===== src/rtl/counter_johnson_decoder.sv =====
`default_nettype none
// ============================================================================
// Module      : counter_johnson_decoder
// Description : Decodes a sampled Johnson-code stream to a binary index, checks
//               legality and step order, runs a lock FSM and keeps error status.
// Revision    : 1.0 - initial release
// ============================================================================
module counter_johnson_decoder #(
    parameter int WIDTH      = 4,
    parameter int LOCK_CNT   = 3,
    parameter int ALLOW_HOLD = 1,
    parameter int ERR_CW     = 8
) (
    input  logic                       i_clk,
    input  logic                       i_rst_n,
    input  logic                       i_valid,
    input  logic [WIDTH-1:0]           i_johnson,
    input  logic                       i_clr_err,
    output logic [$clog2(2*WIDTH)-1:0] o_count,
    output logic                       o_count_valid,
    output logic                       o_illegal,
    output logic                       o_skip,
    output logic                       o_wrap,
    output logic                       o_locked,
    output logic                       o_err_sticky,
    output logic [ERR_CW-1:0]          o_err_cnt
);

    localparam int c_CW = $clog2(2*WIDTH);
    localparam int c_GW = $clog2(LOCK_CNT+1);
    localparam logic [c_CW-1:0] c_LAST      = c_CW'(2*WIDTH-1);
    localparam logic [c_GW-1:0] c_LOCK_LAST = c_GW'(LOCK_CNT-1);

    typedef enum logic [1:0] {
        S_SEARCH  = 2'd0,
        S_ACQUIRE = 2'd1,
        S_LOCKED  = 2'd2
    } state_t;

    state_t            r_state;
    logic              r_smp_valid;
    logic              r_smp_clr;
    logic [WIDTH-1:0]  r_smp_code;
    logic [c_CW-1:0]   r_prev;
    logic [c_GW-1:0]   r_good;
    logic [c_CW-1:0]   r_count;
    logic              r_count_valid;
    logic              r_illegal;
    logic              r_skip;
    logic              r_wrap;
    logic              r_err_sticky;
    logic [ERR_CW-1:0] r_err_cnt;

    logic [c_CW-1:0]   w_ones;
    logic [c_CW-1:0]   w_ntrans;
    logic [c_CW-1:0]   w_idx;
    logic [c_CW-1:0]   w_next;
    logic              w_legal;
    logic              w_step;
    logic              w_inorder;
    logic              w_wrap;
    logic              w_err_evt;
    logic [ERR_CW-1:0] w_err_base;
    logic [ERR_CW-1:0] w_err_nxt;
    logic              w_sticky_nxt;

    // Input capture: the clear travels with the sample it was presented with.
    always_ff @(posedge i_clk or negedge i_rst_n) begin
        if (!i_rst_n) begin
            r_smp_valid <= 1'b0;
            r_smp_clr   <= 1'b0;
            r_smp_code  <= '0;
        end else begin
            r_smp_valid <= i_valid;
            r_smp_clr   <= i_clr_err;
            r_smp_code  <= i_johnson;
        end
    end

    always_comb begin
        w_ones   = '0;
        w_ntrans = '0;
        for (int b = 0; b < WIDTH; b++) begin
            w_ones = w_ones + c_CW'(r_smp_code[b]);
        end
        for (int b = 0; b < WIDTH-1; b++) begin
            w_ntrans = w_ntrans + c_CW'(r_smp_code[b+1] ^ r_smp_code[b]);
        end
        w_legal   = (w_ntrans <= c_CW'(1));
        w_idx     = r_smp_code[WIDTH-1] ? (c_CW'(WIDTH) + (c_CW'(WIDTH) - w_ones)) : w_ones;
        w_next    = (r_prev == c_LAST) ? '0 : (r_prev + c_CW'(1));
        w_step    = (w_idx == w_next);
        w_inorder = w_step || ((ALLOW_HOLD != 0) && (w_idx == r_prev));
        w_wrap    = w_step && (r_prev == c_LAST);
        w_err_evt = r_smp_valid && (r_state == S_LOCKED) && (!w_legal || !w_inorder);
        // Clear is applied before the increment of a coincident error.
        w_err_base   = r_smp_clr ? '0 : r_err_cnt;
        w_err_nxt    = (w_err_evt && !(&w_err_base)) ? (w_err_base + ERR_CW'(1)) : w_err_base;
        w_sticky_nxt = w_err_evt || (r_err_sticky && !r_smp_clr);
    end

    always_ff @(posedge i_clk or negedge i_rst_n) begin
        if (!i_rst_n) begin
            r_state       <= S_SEARCH;
            r_prev        <= '0;
            r_good        <= '0;
            r_count       <= '0;
            r_count_valid <= 1'b0;
            r_illegal     <= 1'b0;
            r_skip        <= 1'b0;
            r_wrap        <= 1'b0;
            r_err_sticky  <= 1'b0;
            r_err_cnt     <= '0;
        end else begin
            r_count_valid <= 1'b0;
            r_illegal     <= 1'b0;
            r_skip        <= 1'b0;
            r_wrap        <= 1'b0;
            r_err_sticky  <= w_sticky_nxt;
            r_err_cnt     <= w_err_nxt;
            if (r_smp_valid) begin
                if (!w_legal) begin
                    r_illegal <= 1'b1;
                    r_state   <= S_SEARCH;
                end else begin
                    r_count       <= w_idx;
                    r_count_valid <= 1'b1;
                    r_prev        <= w_idx;
                    case (r_state)
                        S_SEARCH: begin
                            r_good  <= '0;
                            r_state <= S_ACQUIRE;
                        end
                        S_ACQUIRE: begin
                            if (w_inorder) begin
                                r_wrap <= w_wrap;
                                if (r_good == c_LOCK_LAST) begin
                                    r_good  <= '0;
                                    r_state <= S_LOCKED;
                                end else begin
                                    r_good <= r_good + c_GW'(1);
                                end
                            end else begin
                                r_skip <= 1'b1;
                                r_good <= '0;
                            end
                        end
                        S_LOCKED: begin
                            if (w_inorder) begin
                                r_wrap <= w_wrap;
                            end else begin
                                r_skip  <= 1'b1;
                                r_good  <= '0;
                                r_state <= S_ACQUIRE;
                            end
                        end
                        default: r_state <= S_SEARCH;
                    endcase
                end
            end
        end
    end

    assign o_count       = r_count;
    assign o_count_valid = r_count_valid;
    assign o_illegal     = r_illegal;
    assign o_skip        = r_skip;
    assign o_wrap        = r_wrap;
    assign o_locked      = (r_state == S_LOCKED);
    assign o_err_sticky  = r_err_sticky;
    assign o_err_cnt     = r_err_cnt;

endmodule
`default_nettype wire

===== config.mk =====
export PLATFORM = sky130hd
export DESIGN_NAME = counter_johnson_decoder
export DESIGN_NICKNAME = d
export VERILOG_FILES = /design/src/rtl/counter_johnson_decoder.sv
export SDC_FILE = /design/constraint.sdc
export NUM_CORES = 1
export LEC_CHECK = 0
export CORE_AREA = 2 2 61 63
export DETAILED_ROUTE_END_ITERATION = 16
export DIE_AREA = 0 0 63 65
export PLACE_DENSITY = 0.69
export SETUP_SLACK_MARGIN = 0.5
export SLEW_MARGIN = 25
export SYNTH_ARGS = -nofsm -noshare
export SYNTH_HDL_FRONTEND = slang
export SYNTH_SLANG_ARGS = --single-unit

===== constraint.sdc =====
create_clock -name i_clk -period 4.45 [get_ports i_clk]
set_input_delay 0.89 -clock i_clk [delete_from_list [all_inputs] [get_ports i_clk]]
set_output_delay 0.89 -clock i_clk [all_outputs]
set_load 0.005 [all_outputs]

After elaboration in Yosys (flattened, before gate mapping)
Cells that the tools add are included.

storage, ports and cells
  register bits after elaboration = 26
  bits in latches = 0
  memory bits (writable) = 0
  bits in read-only memories = 0
  input port bits = 8
  output and inout port bits = 17
  logic and storage cells = 80
  memories kept = 0

cells by class
  $add $sub $neg = 10
  $mul = 0
  divide/modulo/power cells = 0
  order comparisons = 1
  eq/ne operators = 10
  shifts and indexed selects = 0
  multiplexer cells = 25
  bitwise logic cells = 3
  reductions and logical operators = 19

operators by type and width
  operator                                                                           number
  8-bit two-way mux                                                                  2
  2-bit two-way mux                                                                  7
  1-bit two-way mux                                                                  12
  2-bit one-hot mux with 3 select lines                                              2
  3-bit inequality test (second input constant)                                      3
  8-bit by 1-bit adder with 8-bit output (second input constant)                     1
  4-bit AND reduction                                                                2
  8-bit AND reduction                                                                1
  2-bit by 1-bit adder with 3-bit output                                             2
  3-bit equality test                                                                2
  3-bit two-way mux                                                                  2
  1-bit logical AND                                                                  5
  1-bit by 1-bit adder with 2-bit output                                             2
  2-bit equality test (second input constant)                                        2
  1-bit logical NOT                                                                  4
  3-bit by 1-bit adder with 3-bit output                                             1
  3-bit by 1-bit adder with 3-bit output (second input constant)                     1
  3-bit adder (first input constant)                                                 1
  3-bit equality test (second input constant)                                        1
  3-bit by 1-bit less-or-equal comparator with 1-bit output (second input constant)  1
  1-bit logical OR                                                                   3
  3-bit nonzero test                                                                 1
  3-bit subtractor (first input constant)                                            1
  1-bit XOR                                                                          3
  other kinds (6)                                                                    6

Depth between registers and ports, before layout
  depth in word-level cells = 13
  gate-level depth with buffers = 14
  gate-level depth less buffers = 13

Least setup slack after synthesis
Ideal clock, no wire load.

  path type = flip-flop to flip-flop
  from = register r_smp_code[3]
  to = register r_err_cnt[1] (netlist: o_err_cnt[1])
  library setup time = 0.128 ns
  arrival = 3.171 ns
  data required time = 4.322 ns
  slack = 1.151 ns
  cell stages (with the launch flop) = 15
  path buffers = 1
  period minus slack after synthesis = 3.299 ns
  path through = dfrtp_1 -> inv_1 -> fa_1 -> inv_1 -> ha_1 -> ha_1 -> inv_1 -> ha_1 -> and2b_1 -> xnor2_1 -> o311a_1 -> o311ai_1 -> buf_2 -> nor2_1 -> mux2_1

on the way
  word-level cells in the longest chain between the ends = 11
  elaborated cells between the ends (all ways) = 16
  classes of those cells = add/sub: 4; order compare: 1; eq/ne: 2; mux: 2; bitwise: 1; reduce/logical: 6

ends and longest elaborated chain
  element                                        RTL line  text
  start: declaration                             43        logic [WIDTH-1:0] r_smp_code;
  start signal: assignment                       76        r_smp_code <= i_johnson;
  3-bit by 1-bit adder with 3-bit output         84        w_ones = w_ones + c_CW'(r_smp_code[b]);
  3-bit subtractor                               90        w_idx = r_smp_code[WIDTH-1] ? (c_CW'(WIDTH) + (c_CW'(WIDTH) - w_ones)) : w_ones;
  3-bit adder                                    90
  3-bit two-way mux                              90
  3-bit equality test, on equally long branches  92, 93
  1-bit logical OR                               93        w_inorder = w_step || ((ALLOW_HOLD != 0) && (w_idx == r_prev));
  1-bit logical NOT                              95        w_err_evt = r_smp_valid && (r_state == S_LOCKED) && (!w_legal || !w_inorder);
  1-bit logical OR (*)                           95
  1-bit logical AND (*)                          95
  1-bit logical AND (*)                          98        w_err_nxt = (w_err_evt && !(&w_err_base)) ? (w_err_base + ERR_CW'(1)) : w_err_base;
  8-bit two-way mux (*)                          98
  net w_err_nxt[1]                               64        logic [ERR_CW-1:0] w_err_nxt;
  end signal: assignment                         120       r_err_cnt <= w_err_nxt;
  end: declaration                               52        logic [ERR_CW-1:0] r_err_cnt;

Mark *: on every way through the listed nets, which the timed path passes. The rest lies on a longest branch.
A chain may end at the register's enable or synchronous reset.

Final worst setup path
  from = register r_smp_code[3]
  to = register r_err_cnt[3] (netlist: o_err_cnt[3])

Same word-level chain as after synthesis.

==> summary.md <==
| Metric | Value |
|---|---|
| Congestion Overflow GR | `0` |
| Total Die Area | `4100 um2` |
| Fin Clk Skew | `3.51 ps` |
| Starting Density | `42.3%` |
| Switching share of power | `36.1%` |
| Synth area leaders | `dfrtp_1 (44%), ha_1 (10%), xnor2_1 (4.7%), inv_1 (4.1%), nand2b_1 (2.5%)` |
| Yosys warnings | `0` |
| Main combinational cell family by area after synthesis | `simple AND/OR/NAND/NOR gates` |
| CP cell instances | `inv_1 -> fa_1 -> inv_1 -> ha_1 -> ha_1 -> inv_1 -> ha_1 -> and2b_1 -> xnor2_1 -> o311a_1 -> o311ai_1 -> buf_4 -> nor3_1 -> mux2_1` |
| Synth cell types | `39` |
| CTS Buffer Depth | `2` |
| CTS root buf | `clkbuf_4` |
| Syn Area/Cell | `10.1 um2` |
| Worst Setup EP | `o_err_cnt[3]$_DFF_PN0_` |
| Multiplexer share of the synthesized area | `3.73%` |
| Layout area overhead | `21.4%` |
| Post-synth top area cell | `dfrtp_1` |
| Post-synthesis adder-cell area fraction | `11.5%` |
| Sequential power share | `43.5%` |
| Crit path capture type | `flip-flop` |
| Critical R2R Capture | `o_err_cnt[3]$_DFF_PN0_` |
| DRC | `0` |
| Final #Nets | `196` |
| Detailed Routing Iterations Pass 1 | `4` |
| Die W | `63 um` |
| Post-synth EDFFs | `0` |
| Worst path max stage delay | `490 ps` |
| Diodes inserted | `0` |
| Syn_nets | `168` |
| Total wire length | `3060 um` |
| Seq/Total Area, Yosys | `44.0%` |
| CP Data Arrival Time | `3770 ps` |
| R2r setup slk | `900 ps` |
| Commonest cells post-synth | `dfrtp_1 (26), inv_1 (16), ha_1 (12), nor2_1 (8), xnor2_1 (8)` |
| Core region area | `3500 um2` |
| Detail Route Antenna Nets | `0` |
| Count leader, synth | `dfrtp_1` |
| Setup TNS | `0 ps` |
| Leakage | `0.787 nW` |
| Status | `completed` |
| Synth Register Bits | `26` |
| TritonCTS clock tree | `done` |
| I/O Buffers | `24` |
| Crit path kind | `flip-flop to flip-flop` |
| DRT iter0 DRCs | `30` |
| Ys async rst share | `100%` |
| Final hold vios | `0` |
| GP Congestion | `0.827` |
| Slew Viols, Final | `0` |
| Cell Area, Synth | `1480 um2` |
| Max IR drop VDD | `0.000138 V` |
| Logic gate share of total power | `41.6%` |
| Relative max-transition margin | `62.6%` |
| Hold Path Class | `flip-flop to flip-flop` |
| Worst setup path start | `r_smp_code[3]$_DFF_PN0_` |
| Site Rows | `22` |
| Largest net degree at the start of global routing | `27` |
| Tot Pwr | `0.000667 W` |
| First-pass GRT wire length | `5320 um` |
| Finish-stage setup viols | `0` |
| Vias in the first global route | `1,275` |
| Final min period | `3550 ps` |
| H-tree levels | `1` |
| DP Wirelength | `2350 um` |
| CTS buffer count | `3` |
| Simple-gate area share of the yosys netlist | `19.4%` |
| Synth Area in Compound Gates | `10.2%` |
| RR Startpoint | `r_smp_code[3]$_DFF_PN0_` |
| Final period util | `79.9%` |
| Crit Path Max Fanout | `11` |
| DR vias/cell | `5.43` |
| XOR/XNOR Fraction of Synth Area | `6.52%` |
| Clock network fraction of design power | `14.8%` |
| CP max stage cell | `fa_1` |
| I/O pin count | `25` |
| Hold buffer count at cts | `0` |
| Vias | `1,201` |
| Wire per inst | `13.8 um` |
| Pwr dens | `372 nW/um2` |
| Share of the synthesized area in the top cell type | `44.0%` |
| Pint | `0.000427 W` |
| Worst r2r path cells | `14` |
| Actual slew at the worst max-slew pin | `561 ps` |
| RSZ-0062 raised after global routing | `false` |
| Post-CTS resize count | `0` |
| Die H | `65 um` |
| Max Cap Violations | `0` |
| Max Freq | `281 MHz` |
| Tot GR Track Use | `16.1%` |
| Ys flop type | `dfrtp_1` |
| Antenna violations before repair | `0` |
| Syn Inst Count | `147` |
| Net Switching | `0.000240 W` |
| Postcts setup bufs | `0` |
| Clock Latency Late Sink | `310 ps` |
| Clock tree sinks | `26` |
| Worst setup SP type | `flip-flop` |
| Fill count | `326` |
| Worst-path clk slew | `140 ps` |
| WP data required | `4660 ps` |
| Share of post-route cells with drive strength above 1 | `5.20%` |
[cells by family (layout without fill, tap and decap cells)]
logic type | after synthesis | in the layout
buf+inv | 18 | 44
xor+xnor | 11 | 11
fa+ha+maj | 13 | 13
compound gates | 23 | 23
flops | 26 | 26
simple gates | 51 | 51
mux | 5 | 5
[state kept, by name, summed over array words and instances, names as in the netlist]
signal         count
o_count            3
o_count_valid      1
o_err_cnt          8
o_err_sticky       1
o_illegal          1
o_skip             1
o_wrap             1
r_good             2
r_smp_clr          1
r_smp_code         4
r_smp_valid        1
r_state            2
[cell usage in the layout (no fill, tap or decap), types with 2 or more instances in the layout]
| cell type | netlist | layout |
|---|---|---|
| or3_1 | 4 | 4 |
| nand3_1 | 5 | 5 |
| nand2_1 | 6 | 6 |
| nor3b_1 | 2 | 2 |
| clkdlybuf4s50_1 | 0 | 23 |
| nor2_1 | 8 | 8 |
| a21oi_1 | 6 | 6 |
| clkbuf_4 | 0 | 3 |
| a31oi_1 | 2 | 2 |
| o21ai_0 | 3 | 3 |
| o21ai_1 | 4 | 4 |
| nor2b_1 | 5 | 5 |
| nor4_1 | 2 | 2 |
| nor3_1 | 5 | 5 |
| dfrtp_1 | 26 | 26 |
| xor2_1 | 3 | 3 |
| xnor2_1 | 8 | 8 |
| inv_1 | 16 | 16 |
| nand2b_1 | 6 | 6 |
| mux2_1 | 3 | 3 |
| and3_1 | 2 | 2 |
| ha_1 | 12 | 12 |
[power by group through the flow]
stage	Combinational, W	Clock [W]	Sequential [W]
floorplan	0.000192	0	0.000290
global placement	0.000261	0	0.000293
detailed placement	0.000273	0	0.000295
CTS	0.000275	0.000103	0.000290
global route	0.000304	0.000116	0.000294
finish	0.000278	0.0000990	0.000290
[per-stage QoR]
step	setup WS [ps]	hold WS, ps	instances	util (%)	instance area [um2]
3_3_place_gp	1060	486	218	50.8	1780
2_1_floorplan	1150	465	147	-	1480
3_5_place_dp	942	489	218	50.7	1770
6_report	897	509	221	51.3	1790
4_1_cts	908	509	221	51.3	1790
5_1_grt	727	523	221	51.3	1790
[critical path, delay by kind of cell (launching register included)]
| family | cells | cell delay [ps] |
|---|---|---|
| buffers and inverters | 4 | 380 |
| and+or+nand+nor | 2 | 440 |
| AOI/OAI and AO/OA | 2 | 390 |
| adders and majority gates | 4 | 1100 |
| muxes | 1 | 340 |
| xor gates and xnor gates | 1 | 330 |
| DFF | 1 | 470 |
[final cells by class]
type / count / area, um2 / area share [%]
well taps: 48 / 60.1 / 3.35
inverters: 16 / 60.1 / 3.35
repair buffers: 25 / 243 / 13.5
multi-input cells: 103 / 758 / 42.3
flip-flops and latches: 26 / 651 / 36.3
clock buffers: 3 / 22.5 / 1.26
[worst min-delay path by stage]
stage | startpoint | to | slack (ps) | depth (start not counted)
2_1_floorplan | r_good[0]$_DFFE_PN0P_ | r_good[0]$_DFFE_PN0P_ | 460 | 1
3_3_place_gp | r_good[0]$_DFFE_PN0P_ | r_good[0]$_DFFE_PN0P_ | 490 | 1
3_5_place_dp | r_good[0]$_DFFE_PN0P_ | r_good[0]$_DFFE_PN0P_ | 490 | 1
4_1_cts | r_good[0]$_DFFE_PN0P_ | r_good[0]$_DFFE_PN0P_ | 510 | 1
5_1_grt | r_good[0]$_DFFE_PN0P_ | r_good[0]$_DFFE_PN0P_ | 520 | 1
6_report | r_good[0]$_DFFE_PN0P_ | r_good[0]$_DFFE_PN0P_ | 510 | 1
[layer usage]
metal  global-route usage (%)  vias up  part of all wire (%)
met1                     18.5      577                    42
met5                        0        -                     0
met4                     7.78        0                   1.7
met3                     4.17        8                   5.9
li1                         -      561                     -
met2                     27.9       55                    50
Note: power is estimated with default switching activity, not from simulation.
